--- src/rtl/bram_stream_reader.sv ---
// Burst reader from a synchronous-read RAM into a valid/ready stream; 3 cycles from start to first beat.
// Reads are throttled so in-flight reads plus buffered words never exceed the 2-entry FIFO under backpressure.
module bram_stream_reader #(
    parameter int WIDTH = 32,
    parameter int DEPTH = 256
) (
    input  logic                    clk,
    input  logic                    rst_n,
    input  logic                    start,
    input  logic [$clog2(DEPTH)-1:0] base_addr,
    input  logic [$clog2(DEPTH):0]   length,
    output logic                    enb,
    output logic [$clog2(DEPTH)-1:0] addrb,
    input  logic [WIDTH-1:0]        dob,
    output logic                    m_valid,
    input  logic                    m_ready,
    output logic [WIDTH-1:0]        m_data,
    output logic                    m_last,
    output logic                    busy,
    output logic                    done
);
    localparam int ADDR_WIDTH = $clog2(DEPTH);
    localparam logic [ADDR_WIDTH-1:0] LAST_ADDR = ADDR_WIDTH'(DEPTH - 1);
    localparam logic [ADDR_WIDTH:0]   ONE       = (ADDR_WIDTH+1)'(1);

    typedef enum logic [1:0] {IDLE, RUN, DRAIN} state_t;

    state_t                state;
    logic [ADDR_WIDTH-1:0] addr;
    logic [ADDR_WIDTH:0]   rd_left;
    logic [ADDR_WIDTH:0]   beat_left;
    logic                  rd_pend;
    logic [WIDTH-1:0]      fifo_mem [2];
    logic                  wr_ptr;
    logic                  rd_ptr;
    logic [1:0]            fifo_count;
    logic                  push;
    logic                  pop;
    logic [2:0]            occ;

    assign push    = rd_pend;
    assign m_valid = (fifo_count != 2'd0);
    assign pop     = m_valid && m_ready;
    // Words that will still hold a FIFO slot after this cycle's pop.
    assign occ     = {2'b00, rd_pend} + {1'b0, fifo_count} - {2'b00, pop};
    assign enb     = (state == RUN) && (rd_left != '0) && (occ < 3'd2);
    assign addrb   = addr;
    assign m_data  = fifo_mem[rd_ptr];
    assign m_last  = m_valid && (beat_left == ONE);
    assign busy    = (state != IDLE);

    always_ff @(posedge clk or negedge rst_n) begin
        if (!rst_n) begin
            state      <= IDLE;
            addr       <= '0;
            rd_left    <= '0;
            beat_left  <= '0;
            rd_pend    <= 1'b0;
            wr_ptr     <= 1'b0;
            rd_ptr     <= 1'b0;
            fifo_count <= 2'd0;
            done       <= 1'b0;
            for (int i = 0; i < 2; i++) begin
                fifo_mem[i] <= '0;
            end
        end else begin
            done       <= 1'b0;
            rd_pend    <= enb;
            fifo_count <= fifo_count + {1'b0, push} - {1'b0, pop};
            if (push) begin
                fifo_mem[wr_ptr] <= dob;
                wr_ptr           <= ~wr_ptr;
            end
            if (pop) begin
                rd_ptr    <= ~rd_ptr;
                beat_left <= beat_left - ONE;
            end
            case (state)
                IDLE: begin
                    if (start) begin
                        if (length != '0) begin
                            addr      <= base_addr;
                            rd_left   <= length;
                            beat_left <= length;
                            state     <= RUN;
                        end else begin
                            done <= 1'b1;
                        end
                    end
                end
                RUN: begin
                    if (enb) begin
                        addr    <= (addr == LAST_ADDR) ? '0 : addr + 1'b1;
                        rd_left <= rd_left - ONE;
                        if (rd_left == ONE) begin
                            state <= DRAIN;
                        end
                    end
                end
                DRAIN: begin
                    if (pop && (beat_left == ONE)) begin
                        state <= IDLE;
                        done  <= 1'b1;
                    end
                end
                default: state <= IDLE;
            endcase
        end
    end
endmodule

--- config.mk ---
export PLATFORM = sky130hd
export DESIGN_NAME = bram_stream_reader
export DESIGN_NICKNAME = d
export VERILOG_FILES = /design/src/rtl/bram_stream_reader.sv
export SDC_FILE = /design/constraint.sdc
export NUM_CORES = 1
export LEC_CHECK = 0
export ABC_AREA = 0
export CAP_MARGIN = 20
export CORE_AREA = 2 2 133 70
export DETAILED_ROUTE_END_ITERATION = 8
export DIE_AREA = 0 0 135 72
export DONT_BUFFER_PORTS = 1
export GPL_ROUTABILITY_DRIVEN = 0
export PLACE_DENSITY_LB_ADDON = 0.12
export SLEW_MARGIN = 10
export SYNTH_ARGS = -nofsm -noshare
export SYNTH_HDL_FRONTEND = slang
export SYNTH_SLANG_ARGS = --single-unit
--- constraint.sdc ---
create_clock -name clk -period 2.9 [get_ports clk]
set_clock_uncertainty 0.05 [all_clocks]
set_input_delay 0.58 -clock clk [delete_from_list [all_inputs] [get_ports clk]]
set_output_delay 0.58 -clock clk [all_outputs]
set_load 0.03 [all_outputs]
==> flow_summary_export.csv <==
group,metric,value,unit
outcome,outcome,"finished with violations",
outcome,violations,"hold timing, setup timing",
worst_hold_path,hp-class,"input port to async pin",
critical_path,cpPeakStageDelay,0.46,ns
critical_path,r2r_end,"addrb[2]$_DFFE_PN0P_",
place,dp_hpwl,6.924,mm
sta,relSlewSlack,61.66,%
synth,synth_async_sr_flop_share,100.0,%
sta,setup_violations,1,
cts,cts_buffer_depth,2,
die,dieHeight,72,um
finish,drive_gt1_share,33.97,%
routing,wl,9.727,mm
sta,min_period,3.098,ns
global_routing,grt_pass1_wl,15.81,mm
die,pin_count,98,
sta,tightest_slew,0.5740,ns
sta,hold_slack,-0.1208,ns
synth,ys_warn_count,0,
sta,rsz0062_at_grt,"true",
power,p_per_area,1377,mW/mm2
die,die_w,135,um
global_routing,grt_pass1_vias,3222,
critical_path,end_kind,"output port",
finish,num_antenna_cells,0,
cts,cts_root_buf,"clkbuf_16",
routing,drc,0,
synth,ys.flop_type,"dfrtp_1",
critical_path,r2r_setup_slack,0.11,ns
synth,synth-edff-count,0,
cts,cts_made_buffers,9,
die,core,0.008528,mm2
sta,fin_ws,-0.1981,ns
global_routing,antenna_found_initial,0,
routing,wire_per_inst,18.18,um
critical_path,crit_chain,"or2_4 -> nand2_2 -> nand2_1 -> nand2_1 -> ha_2 -> fa_2 -> a311o_1 -> nor2_4",
critical_path,crit_type,"flip-flop to output port",
cts,clkSlewWorstSetupHoldPaths,0.07,ns
global_routing,grt_use_total,20.87,%
cts,cts.sink_count,98,
critical_path,worstPathArrival,2.47,ns
die,rows,24,
synth,syn-num-nets,461,
global_routing,grt_overflow,0,
synth,ys_seq_area_share,51.66,%
die,initial_core_util,55.66,%
finish,area_delta_synth_final,11.52,%
sta,final_hold_viol_count,98,
place,io_buffers,0,
place,pre_cts_slack,0.03269,ns
finish,final_util,62.07,%
critical_path,rr_worst_depth,11,
power,ir_worst_vdd,869.3,uV
sta,maxSlewViolCount,0,
sta,period_share,106.8,%
critical_path,worstPathMaxFanout,4,
critical_path,worstPathRequired,2.27,ns
finish,final_common_cell,"dfrtp_1",
critical_path,cp_slowest_cell,"fa_2",
finish,layout_common_cells,"dfrtp_1, mux2_2, nand2_1, nor2_1, buf_4",
routing,drt-initial-drc-count,148,
finish,fillerInstances,682,
power,power,7.291,mW
critical_path,start_kind,"flip-flop",
cts,cts_tree,"done",
global_routing,grt_max_degree,99,
critical_path,cpMostUsedCell,"nand2_1",
routing,drt_pre_antenna_iters,4,
synth,ys_seq_elements,98,
cts,htree_num_levels,3,
routing,vias,3140,
synth,synthCells,400,
job,max-cap-violations,0,
sta,fmax,322.8,MHz
power,leakage,2.214,nW
routing,ant_nets,0,
routing,vias_per_cell,5.869,
synth,syn_area_per_cell,11.87,um2
cts,clk_latency,0.34,ns
critical_path,r2r-start,"fifo_count[0]$_DFF_PN0_",
synth,ys_types,48,
die,die-area,0.009720,mm2
synth,netlist_area,0.004747,mm2
finish,fin_nets,474,
==> critical path, delay by kind of cell, from the launching register on <==
kind                     cells  cell delay (ns)
adder cells (fa/ha/maj)      2             0.63
flip-flops                   1             0.39
AO/OA/AOI/OAI                1             0.39
AND/OR/NAND/NOR              5             0.72
==> layer usage <==
| metal | track usage [%] | wire length [um] |
|---|---|---|
| met1 | 24.74 | 4187 |
| met2 | 36.83 | 4634 |
| met3 | 8.036 | 816 |
| met4 | 4.398 | 89 |
| met5 | 0 | 0 |
==> per-stage QoR <==
| stage | setup TNS, ns | std cells | hold slack, ns | cell area, um2 |
|---|---|---|---|---|
| after floorplan | 0 | 400 | 0.2344 | 4757 |
| after global placement | 0 | 515 | 0.2363 | 4940 |
| after detailed placement | 0 | 515 | 0.2365 | 4940 |
| after CTS | -0.1660 | 534 | -0.1305 | 5279 |
| after global routing | -0.2962 | 535 | -0.1388 | 5294 |
| final | -0.1981 | 535 | -0.1208 | 5294 |
==> synthesized netlist by cell type (4+ instances only) <==
master    number  area (um2)
a21oi_1       16       80.08
ha_1           7       87.58
nor2_1        21       78.83
nand3_1        7       35.03
xnor2_1        6       52.55
buf_2          4       20.02
nand2_1       33       123.9
a31oi_1        5       31.28
inv_1         10       37.54
o22ai_1        6       37.54
mux2_2        94        1059
dfrtp_1       98        2452
xor2_1         5       43.79
o21a_1         4       30.03
clkbuf_1       8       30.03
nor4_1         7       43.79
o21ai_0       15       75.07
nor3_1         4       20.02
==> flip-flops by register name (all words and copies together) (netlist names) <==
name        flops
addrb           8
beat_left       9
done            1
fifo_count      2
fifo_mem       64
push            1
rd_left         9
rd_ptr          1
state           2
wr_ptr          1
==> cell families after synthesis <==
family | synth area share (%)
AND/OR/NAND/NOR | 9.700
adder cells (fa/ha/maj) | 2.267
AO/OA/AOI/OAI | 8.856
XOR/XNOR | 2.029
buffers and inverters | 2.715
multiplexers | 22.77
flip-flops | 51.66
==> how the worst max path moves through the flow <==
stage                                  from                endpoint  slack, ns  cells after the start
global route        fifo_count[0]$_DFF_PN0_                     enb      -0.30                      8
detailed placement                  m_ready    addrb[2]$_DFFE_PN0P_       0.03                     10
CTS                 fifo_count[0]$_DFF_PN0_                     enb      -0.17                      8
finish              fifo_count[0]$_DFF_PN0_                     enb      -0.20                      8
floorplan                           m_ready                     enb      0.007                      7
global placement                    m_ready  rd_left[2]$_DFFE_PN0P_       0.09                     11
==> area by class of cell <==
type / instances / area [um2] / share of cell area [%]
clock buffer: 10 / 229.0 / 4.325
clock inverter: 6 / 72.57 / 1.371
inverter: 10 / 37.54 / 0.7091
multi-input combinational: 274 / 2206 / 41.67
sequential: 98 / 2452 / 46.32
tap: 117 / 146.4 / 2.765
timing repair buffer: 20 / 150.1 / 2.836
==> power by group <==
part | switching (mW) | total [mW] | internal (mW)
clock | 0.520 | 1.20 | 0.680
sequential | 0.571 | 2.62 | 2.05
combinational | 1.98 | 3.47 | 1.49
==> timing repair <==
action,CTS,global route
setup buffers,3,1
setup endpoints to repair,1,10
resized for setup,4,1
cloned,0,0
pin swaps,8,5
hold endpoints to repair,98,98
(Power assumes the default switching activity.)
